**src/rtl/mem_port_arbiter.sv**
```systemverilog
// Two-requester arbiter for the single BRAM data port.
// Requester 0 has priority; requester 1 is boosted after MAX_WAIT denials.
module mem_port_arbiter #(
  parameter  int ADDR_W   = 16,
  parameter  int NB_COL   = 4,
  parameter  int COL_W    = 8,
  parameter  int MAX_WAIT = 4,
  localparam int DATA_W   = NB_COL * COL_W
) (
  input  logic              clk_i,
  input  logic              rst_i,
  input  logic              m0_req_i,
  input  logic [ADDR_W-1:0] m0_addr_i,
  input  logic [NB_COL-1:0] m0_we_i,
  input  logic [DATA_W-1:0] m0_wdata_i,
  output logic              m0_gnt_o,
  output logic              m0_rvalid_o,
  output logic [DATA_W-1:0] m0_rdata_o,
  input  logic              m1_req_i,
  input  logic [ADDR_W-1:0] m1_addr_i,
  input  logic [NB_COL-1:0] m1_we_i,
  input  logic [DATA_W-1:0] m1_wdata_i,
  output logic              m1_gnt_o,
  output logic              m1_rvalid_o,
  output logic [DATA_W-1:0] m1_rdata_o,
  output logic              mem_en_o,
  output logic [ADDR_W-1:0] mem_addr_o,
  output logic [NB_COL-1:0] mem_we_o,
  output logic [DATA_W-1:0] mem_din_o,
  input  logic [DATA_W-1:0] mem_dout_i
);

  localparam logic [7:0] MaxW = 8'(MAX_WAIT);

  logic [7:0] wait_q, wait_d;
  logic       own_vld_q, own_vld_d;
  logic       own_id_q, own_id_d;
  logic       boost, gnt0, gnt1;

  always_comb begin
    boost = (wait_q == MaxW);
    gnt0  = 1'b0;
    gnt1  = 1'b0;
    if (!rst_i) begin
      priority case (1'b1)
        boost && m1_req_i: gnt1 = 1'b1;
        m0_req_i:          gnt0 = 1'b1;
        m1_req_i:          gnt1 = 1'b1;
        default: ;
      endcase
    end
  end

  assign m0_gnt_o = gnt0;
  assign m1_gnt_o = gnt1;

  // Idle cycles leave address/data on m0 fields; only en/we matter.
  always_comb begin
    mem_en_o   = gnt0 | gnt1;
    mem_addr_o = gnt1 ? m1_addr_i  : m0_addr_i;
    mem_din_o  = gnt1 ? m1_wdata_i : m0_wdata_i;
    mem_we_o   = '0;
    if (gnt1)      mem_we_o = m1_we_i;
    else if (gnt0) mem_we_o = m0_we_i;
  end

  always_comb begin
    wait_d = wait_q;
    if (!m1_req_i || gnt1) wait_d = '0;
    else if (wait_q != MaxW) wait_d = wait_q + 8'd1;
  end

  always_comb begin
    own_vld_d = gnt0 | gnt1;
    own_id_d  = gnt1;
  end

  always_ff @(posedge clk_i) begin
    if (rst_i) begin
      wait_q    <= '0;
      own_vld_q <= 1'b0;
      own_id_q  <= 1'b0;
    end else begin
      wait_q    <= wait_d;
      own_vld_q <= own_vld_d;
      own_id_q  <= own_id_d;
    end
  end

  // A reset arriving with a response in flight suppresses that response.
  assign m0_rvalid_o = own_vld_q & ~own_id_q & ~rst_i;
  assign m1_rvalid_o = own_vld_q &  own_id_q & ~rst_i;
  assign m0_rdata_o  = mem_dout_i;
  assign m1_rdata_o  = mem_dout_i;

endmodule

```
**config.mk**
```make
export PLATFORM = sky130hd
export DESIGN_NAME = mem_port_arbiter
export DESIGN_NICKNAME = d
export VERILOG_FILES = /design/src/rtl/mem_port_arbiter.sv
export SDC_FILE = /design/constraint.sdc
export NUM_CORES = 1
export LEC_CHECK = 0
export CAP_MARGIN = 20
export CELL_PAD_IN_SITES_DETAIL_PLACEMENT = 1
export CELL_PAD_IN_SITES_GLOBAL_PLACEMENT = 1
export CORE_MARGIN = 2
export CORE_UTILIZATION = 14
export DETAILED_ROUTE_END_ITERATION = 8
export PLACE_DENSITY = 0.79
export SETUP_SLACK_MARGIN = 0.05
export SYNTH_ARGS = -nofsm -noshare
export SYNTH_HDL_FRONTEND = slang
export SYNTH_SLANG_ARGS = --single-unit
```
**constraint.sdc**
```tcl
create_clock -name clk_i -period 1.79 [get_ports clk_i]
set_input_delay 0.358 -clock clk_i [delete_from_list [all_inputs] [get_ports clk_i]]
set_output_delay 0.358 -clock clk_i [all_outputs]
set_load 0.01 [all_outputs]
```
==> results of run 1 <==
## layout by cell type (no fill, tap or decap), types with 4 or more instances in the layout
master,n
a22o_1,4
buf_16,5
buf_2,8
buf_4,16
buf_6,59
clkdlybuf4s50_1,106
dfxtp_1,8
mux2_4,48
nor2_1,9
## through the flow
step                utilization  instance area, um^2
floorplan                     -                 1848
global placement         0.2592                 3284
detailed placement       0.2592                 3284
CTS                      0.2997                 3797
global route             0.2927                 3709
finish                   0.2927                 3709
## how the worst max path moves through the flow
stage	start	endpoint	slack, ns	depth (start not counted)
finish	wait_q[0]	mem_din_o[25]	-0.61	9
floorplan	wait_q[1]	mem_addr_o[10]	-0.11	8
detailed placement	m0_req_i	mem_din_o[8]	-0.95	7
global route	wait_q[0]	mem_din_o[25]	-0.72	9
CTS	wait_q[1]	mem_addr_o[1]	-0.65	8
global placement	m0_req_i	mem_addr_o[0]	-0.88	7
## state kept, by name (all words and copies together) (netlist names)
| name | cells |
|---|---|
| own_id_q | 1 |
| own_vld_q | 1 |
| wait_q | 8 |
## synthesized netlist by cell type (all sizes together)
master / number / area, um^2
buf: 70 / 591.8
mux2: 48 / 720.7
dfxtp: 10 / 200.2
nor2: 10 / 37.54
inv: 5 / 18.76
a22o: 4 / 35.03
nand2: 4 / 15.01
nand3: 3 / 15.01
xnor2: 3 / 26.28
a21oi: 2 / 13.76
ha: 2 / 25.02
nor3b: 2 / 20.02
xor2: 2 / 17.52
a311oi: 1 / 8.760
and2b: 1 / 7.510
and3: 1 / 7.510
and3b: 1 / 8.760
nand2b: 1 / 13.76
nor3: 1 / 5.000
nor4b: 1 / 23.77
o21ai: 1 / 5.000
or3: 1 / 6.260
## power by group through the flow
stage          combinational [W]  clock (W)  sequential (W)
3_3_place_gp            0.000674          0        0.000233
2_1_floorplan           0.000395          0        0.000233
4_1_cts                 0.000790   0.000456        0.000229
6_report                0.000768   0.000448        0.000230
3_5_place_dp            0.000686          0        0.000233
5_1_grt                 0.000812   0.000470        0.000230
## timing repair
action,CTS,global route
resized for setup,290,17
buffers inserted,19,1
pin swaps,5,3
cloned,5,0
setup endpoints to repair,57,64
## kinds of logic (layout without fill, tap and decap cells)
| logic type | Yosys count | after routing | share of synthesized area |
|---|---|---|---|
| buffers and inverters | 75 | 210 | 0.3349 |
| multiplexers | 48 | 48 | 0.3953 |
| adder cells (fa/ha/maj) | 2 | 2 | 0.01372 |
| AND/OR/NAND/NOR | 26 | 26 | 0.08785 |
| XOR/XNOR | 5 | 5 | 0.02403 |
| flip-flops | 10 | 10 | 0.1098 |
| AO/OA/AOI/OAI | 8 | 8 | 0.03431 |
## cell type report
cell class | count | area [um^2] | share of cell area
sequential | 10 | 202.7 | 0.05466
inverter | 5 | 23.77 | 0.006410
tap | 172 | 215.2 | 0.05803
clock buffer | 4 | 88.84 | 0.02395
multi-input combinational | 89 | 1065 | 0.2871
timing repair buffer | 201 | 2113 | 0.5698
## per-layer routing
| metal | vias up | part of all wire | global-route usage |
|---|---|---|---|
| li1 | 795 | - | - |
| met1 | 802 | 0.37 | 0.1116 |
| met2 | 103 | 0.54 | 0.1922 |
| met3 | 10 | 0.076 | 0.02762 |
| met4 | 0 | 0.0099 | 0.02184 |
| met5 | - | 0 | 0 |
## worst reg2reg max path: cells and delay by family (launching register included)
family          cells  cell delay [ns]
compound gates      1             0.11
simple gates        2             0.40
buf+inv             5             0.54
flops               1             0.32
fa+ha+maj           1             0.12
==> flow_summary.yaml, run 1 <==
outcome:
  status: "finished, violations left"
  violations: "negative setup slack"
power:
  leakagePower_nw: 1.722
  p_per_area_nw_per_um2: 389.9
  switching_share: 0.2358
  internal_power_w: 0.001105
  p_switching_w: 0.0003409
  power.share.clock: 0.310
  combPwrFrac: 0.531
  vdd_drop_max_mv: 0.2018
  power_w: 0.001446
  seq_power_share: 0.159
routing:
  drt_iter0_markers: 29
  via_count: 1710
  wl_um: 7155
  wl_per_cell_um: 14.88
  viasPerCell: 3.555
  postRouteAntennaNets: 0
  firstDrtPassIters: 2
  drcViolationCount: 0
setup_path:
  cp_cell_sequence: "inv_2, ha_4, nor4b_4, a21oi_2, nand2b_4, buf_6, buf_16, mux2_4, buf_6"
  critPathCaptureType: "output port"
  cp_top_family: "buffers and inverters"
  worstPathRequired_ns: 1.43
  cp_slowest_cell: "dfxtp_2"
  crit_top_cell: "buf_6"
  reg2reg_setup_slack_ns: 0.20
  cp.arrival_ns: 2.04
  critPathLaunchType: "register"
  r2r-end: "wait_q[1]"
  path_buf_inv: 4
  path_class: "reg2out"
  reg2reg_from: "wait_q[0]"
  worst_r2r_path_depth: 9
  cp_max_fo: 6
  slowest_delay_ns: 0.32
die:
  core_um2: 12670
  die_x_um: 118.1
  start_util: 0.1439
  die_area_um2: 13950
  die_h_um: 118.1
  rows: 41
  ios: 261
global_routing:
  grt_usage: 0.1015
  overflow: 0
  grt_pass1_vias: 1946
  grt_max_degree: 11
  antenna_found_initial: 0
  grt_first_pass_wirelength_um: 11270
sta:
  rsz0062_at_grt: "true"
  drv_slew: 0
  min_period_ns: 2.399
  tightest_slew_ns: 0.2774
  relSlewSlack: 0.8143
  max_freq_ghz: 0.4169
  final_hold_viol_count: 0
  post-route-period-util: 1.340
  fin_ws_ns: -0.6088
  timing.hold.ws_ns: 0.5268
  finalSetupViolCount: 54
  setup_tns_ns: -29.45
  skew_ns: 0.004133
logic_synthesis:
  yosysSeqAreaShare: 0.1098
  yosysUniqueCellTypes: 27
  synth_seq_cells: 10
  synthCells: 174
  synthesis.nets: 316
  syn_avg_cell_area_um2: 10.48
  yosys_warnings: 0
  synth.cell_area_um2: 1823
place:
  gp_congestion: 0.7623
  post-place-cells: 460
  dp_slack_ns: -0.9486
  io_buffers: 164
  hpwl_um: 5390
clocking:
  cts_buffers: 3
  clkSinkCount: 10
  cts_tree: "yes"
  root_buffer: "clkbuf_16"
  cts_buffer_depth: 2
  ctsHoldBuffers: 0
  path_clk_slew_ns: 0.04
  htreeDepth: 1
  clk_latency_ns: 0.24
worst_hold_path:
  holdPathEnd: "wait_q[0]"
  whs_path_depth: 2
  hp-start: "wait_q[0]"
  hold_class: "reg2reg"
cells_and_area:
  n_fill_cell: 1449
  finalNonFillerCells: 481
  drive_above_1_share: 0.5210
  layout.nets: 452
  diodes: 0
  area_growth_pct: 103.4
run:
  maxCapViolCount: 0
No activity file was read; power rests on OpenSTA's default activity.
==> run 2: changes to the inputs <==
- GPL_TIMING_DRIVEN: unset -> 1
==> results of run 2 <==
No change in the layout: final DEF, timing and power equal those of run 1.
